## src/rtl/cache_pkg.sv

```systemverilog
// cache_pkg -- definitions shared by the cache and its refill controller.
//   DEFAULT_DATA_WIDTH : default address/data width
//   refill_state_e     : refill FSM state encoding
package cache_pkg;

   localparam int unsigned DEFAULT_DATA_WIDTH = 32;

   typedef enum logic [1:0] {
      IDLE = 2'd0,
      REQ  = 2'd1,
      WAIT = 2'd2,
      FILL = 2'd3
   } refill_state_e;

endpackage

```

## src/rtl/sat_counter.sv

```systemverilog
// sat_counter -- up counter that holds at all-ones instead of wrapping.
//   clk   : clock
//   rst_n : asynchronous active-low reset, clears count
//   inc   : increment request for this cycle
//   count : current count value
module sat_counter #(
   parameter int unsigned WIDTH = 16
) (
   input  logic             clk,
   input  logic             rst_n,
   input  logic             inc,
   output logic [WIDTH-1:0] count
);

   always_ff @(posedge clk or negedge rst_n) begin
      if (!rst_n) begin
         count <= '0;
      end else if (inc && (count != '1)) begin
         count <= count + 1'b1;
      end
   end

endmodule

```

## src/rtl/cache_refill_ctrl.sv

```systemverilog
// cache_refill_ctrl -- single-word cache miss refill controller.
//   clk, rst_n                      : clock, asynchronous active-low reset
//   cpu_req, cpu_addr, cache_hit    : CPU load request and cache lookup result
//   stall                           : holds the CPU pipeline during a miss
//   mem_req_valid/ready, mem_addr   : memory read-request handshake
//   mem_resp_valid, mem_rdata       : memory refill response
//   fill_we, fill_addr, fill_data   : one-word write into the cache
//   miss_count                      : saturating count of refills started
//   proto_err                       : sticky flag for unexpected responses
module cache_refill_ctrl
   import cache_pkg::*;
#(
   parameter int unsigned DATA_WIDTH = DEFAULT_DATA_WIDTH,
   parameter int unsigned CNT_WIDTH  = 16
) (
   input  logic                  clk,
   input  logic                  rst_n,
   input  logic                  cpu_req,
   input  logic [DATA_WIDTH-1:0] cpu_addr,
   input  logic                  cache_hit,
   output logic                  stall,
   output logic                  mem_req_valid,
   input  logic                  mem_req_ready,
   output logic [DATA_WIDTH-1:0] mem_addr,
   input  logic                  mem_resp_valid,
   input  logic [DATA_WIDTH-1:0] mem_rdata,
   output logic                  fill_we,
   output logic [DATA_WIDTH-1:0] fill_addr,
   output logic [DATA_WIDTH-1:0] fill_data,
   output logic [CNT_WIDTH-1:0]  miss_count,
   output logic                  proto_err
);

   // Clearing the byte offset with a mask keeps every cpu_addr bit in use.
   localparam logic [DATA_WIDTH-1:0] WORD_MASK = ~DATA_WIDTH'(3);

   refill_state_e         state_q;
   refill_state_e         state_d;
   logic [DATA_WIDTH-1:0] addr_q;
   logic [DATA_WIDTH-1:0] data_q;
   logic                  proto_err_q;
   logic                  miss;
   logic                  start;

   assign miss  = cpu_req & ~cache_hit;
   assign start = (state_q == IDLE) & miss;

   always_ff @(posedge clk or negedge rst_n) begin
      if (!rst_n) begin
         state_q <= IDLE;
      end else begin
         state_q <= state_d;
      end
   end

   always_comb begin
      state_d       = state_q;
      mem_req_valid = 1'b0;
      fill_we       = 1'b0;
      stall         = 1'b1;
      case (state_q)
         IDLE: begin
            stall = miss;
            if (start) state_d = REQ;
         end
         REQ: begin
            mem_req_valid = 1'b1;
            if (mem_req_ready) state_d = WAIT;
         end
         WAIT: begin
            if (mem_resp_valid) state_d = FILL;
         end
         FILL: begin
            fill_we = 1'b1;
            state_d = IDLE;
         end
         default: state_d = IDLE;
      endcase
   end

   always_ff @(posedge clk or negedge rst_n) begin
      if (!rst_n) begin
         addr_q      <= '0;
         data_q      <= '0;
         proto_err_q <= 1'b0;
      end else begin
         if (start) begin
            addr_q <= cpu_addr & WORD_MASK;
         end
         if ((state_q == WAIT) && mem_resp_valid) begin
            data_q <= mem_rdata;
         end
         // A response with no request in flight is a protocol violation.
         if (mem_resp_valid && ((state_q == IDLE) || (state_q == REQ))) begin
            proto_err_q <= 1'b1;
         end
      end
   end

   assign mem_addr  = addr_q;
   assign fill_addr = addr_q;
   assign fill_data = data_q;
   assign proto_err = proto_err_q;

   sat_counter #(
      .WIDTH(CNT_WIDTH)
   ) u_miss_cnt (
      .clk  (clk),
      .rst_n(rst_n),
      .inc  (start),
      .count(miss_count)
   );

endmodule

```

## config.mk

```make
export PLATFORM = sky130hd
export DESIGN_NAME = cache_refill_ctrl
export DESIGN_NICKNAME = d
export VERILOG_FILES = /design/src/rtl/cache_pkg.sv /design/src/rtl/sat_counter.sv /design/src/rtl/cache_refill_ctrl.sv
export SDC_FILE = /design/constraint.sdc
export NUM_CORES = 1
export LEC_CHECK = 0
export ABC_CLOCK_PERIOD_IN_PS = 2340
export CORE_ASPECT_RATIO = 0.75
export CORE_MARGIN = 2
export CORE_UTILIZATION = 35
export DETAILED_ROUTE_END_ITERATION = 7
export PLACE_DENSITY = 0.75
export SYNTH_ARGS = -nofsm -noshare
export SYNTH_HDL_FRONTEND = slang
export SYNTH_SLANG_ARGS = --single-unit
```

## constraint.sdc

```tcl
create_clock -name clk -period 2.34 [get_ports clk]
set_input_delay 0.351 -clock clk [delete_from_list [all_inputs] [get_ports clk]]
set_output_delay 0.351 -clock clk [all_outputs]
set_load 0.01 [all_outputs]
```

==> qor.csv <==
metric,value,unit
status,"finished, violations left",
violations,negative hold slack,
hold_viol_final,9,
cts.reportedPaths.clkPinSlew,0.06,ns
die_w,120.0,um
reg2reg_slack,0.25,ns
synth_edf_count,0,
via_per_inst,4.531,
cts_setup_buffers,0,
slew_headroom,0.6652,
fin_skew,0.006477,ns
worst-slew-pin-transition,0.5021,ns
internal_power,0.004890,W
setup_tns,0,ns
ys.flop_type,dfrtp_1,
synth_compound_area_frac,0.01239,
path_class,reg2reg,
synth_area,3533,um^2
rr_startpoint,state_q[1],
synth_simple_gate_area_frac,0.1647,
fin_ws,0.2485,ns
routed_wl,8792,um
fmax,478.1,MHz
synthArstFlopShare,1.000,
r2r_end,u_miss_cnt.count[15],
drive_gt1_frac,0.1260,
drc,0,
area_growth,58.39,%
final_nets,554,
power_frac_seq,0.339,
cp_max_fo,6,
rsz0062_at_grt,no,
power_density,1257,nW/um^2
antenna_left,0,
yosys.area.top_type,dfrtp_1,
final_cell_mix,"178 x clkdlybuf4s50_1, 102 x nand2_1, 81 x dfrtp_1",
drt_iter0_drc,77,
synthDistinctLibCells,29,
via_count,2791,
grt-ovfl-total,0,
report.final.slew_viol_count,0,
ys_warn_count,0,
cts.sinks,81,
synthTopCellsByArea,"dfrtp_1 57%, nand2_1 11%, mux2_2 11%",
combPwrFrac,0.445,
synthCells,324,
ys_seq_area_frac,0.5737,
grt_max_degree,44,
post_drt_wl_per_cell,14.27,um
cp-end-kind,flop,
htree_levels,3,
post_cts_resized,0,
fin_crit_sh,0.8938,
synth_xor_area_frac,0.03470,
peakVddDrop,0.0006703,V
swShare,0.3047,
drv_cap,0,
cp-startpoint,state_q[1],
endpoint,u_miss_cnt.count[15],
hpwl,6626,um
antenna_found_initial,0,
tritoncts,built,
grt_pass1_vias,2912,
utilization,0.5749,
dr.pass1.iters,4,
hold_class,in2async,
ff2ff_path_depth,6,
groute.usage.overall,0.1650,
numPortBuffers,179,
cp-start-kind,flop,
cts-root-buf,clkbuf_16,
die_h,91.02,um
pwr-share-clk,0.216,
synth_top_area_share,0.5737,
p_sw,0.002143,W
core,9736,um^2
io_pins,186,
arrival,2.34,ns
place_congestion,0.7484,
period_minus_slack,2.091,ns
synth_top_family_by_area,simple AND/OR/NAND/NOR gates,
cts_inserted_buffers,9,
diodes,0,
initial_core_util,0.3629,
layout_commonest_cell,clkdlybuf4s50_1,
dpl_worst_slack,0.1256,ns
max-clock-path-buffers,2,
worstSkewPairLatency,0.32,ns
grt_pass1_wl,14390,um
cellLeakagePower,2.539,nW
syn_avg_cell_area,10.91,um^2
postCtsHoldBufs,0,
synth_mux_area_frac,0.1084,
worst_ep_required_time,2.59,ns
setup_viol,0,
die_area,10920,um^2
fp-row-count,31,
hold_ws,-0.006757,ns
synth-seq-cells,81,
synthAdderAreaFrac,0.01771,
## power groups by stage
stage                     logic [W]  clock network, W  registers [W]
after global routing        0.00338           0.00162        0.00247
after floorplan             0.00125                 0        0.00262
after detailed placement    0.00317                 0        0.00241
final                       0.00313           0.00152        0.00239
after global placement      0.00312                 0        0.00237
after CTS                   0.00319           0.00157        0.00239
## final cells by class
class / instances / area [um^2]
multi-input combinational: 198 / 1209
sequential: 81 / 2027
clock inverter: 5 / 77.57
tap: 132 / 165.2
timing repair buffer: 186 / 1854
fill: 848 / 4139
clock buffer: 11 / 252.7
inverter: 3 / 11.26
## synth_stat cells (all sizes together), types with 2 or more instances
library cell and instances:
nor4 2, nor3 6, nand2b 2, clkbuf 7
ha 5, nor2 7, nand2 102, inv 3
buf 38, o21ai 2, xor2 14, nand4 5
or3 2, dfrtp 81, nand3 4, mux2 34
## flip-flops by register name, indices dropped and copies added (netlist names)
name and flops:
fill_data 32, fill_addr 30, state_q 2, u_miss_cnt.count 16, proto_err 1
## cells by family after synthesis
kind of cell             count (synthesis)
flip-flops                              81
multiplexers                            34
XOR/XNOR                                14
buffers and inverters                   48
AO/OA/AOI/OAI                            6
other                                    1
AND/OR/NAND/NOR                        135
adder cells (fa/ha/maj)                  5
## routing by layer
metal | vias up | share of wire | GRT usage
met5 | - | 0 | 0
met4 | 0 | 0.016 | 0.05588
met3 | 11 | 0.061 | 0.04899
met2 | 100 | 0.50 | 0.2751
met1 | 1356 | 0.42 | 0.2044
li1 | 1324 | - | -
## worst min-delay path by stage
stage | slack, ns | from | depth (start not counted) | to
2_1_floorplan | 0.06 | rst_n | 0 | fill_addr[10]
3_3_place_gp | 0.35 | rst_n | 1 | u_miss_cnt.count[10]
3_5_place_dp | 0.35 | rst_n | 1 | u_miss_cnt.count[11]
4_1_cts | 0.003 | rst_n | 1 | u_miss_cnt.count[9]
5_1_grt | 0.02 | rst_n | 1 | u_miss_cnt.count[9]
6_report | -0.007 | rst_n | 1 | u_miss_cnt.count[9]
## through the flow
step | area (um^2) | std cells | hold WS (ns) | total power, W
after floorplan | 3545 | 327 | 0.05541 | 0.003871
after global placement | 5266 | 600 | 0.3514 | 0.005489
after detailed placement | 5266 | 600 | 0.3544 | 0.005584
after CTS | 5597 | 616 | 0.002834 | 0.007142
after global routing | 5597 | 616 | 0.01856 | 0.007469
final | 5597 | 616 | -0.006757 | 0.007033
## worst max-delay path: stages, from the launching register on
cell	delay [ns]
dfrtp_1	0.40
inv_1	0.10
ha_1	0.27
nand3b_2	0.17
or4_4	0.61
nor4_2	0.29
xor2_1	0.16
Note: power is estimated with default switching activity, not from simulation.
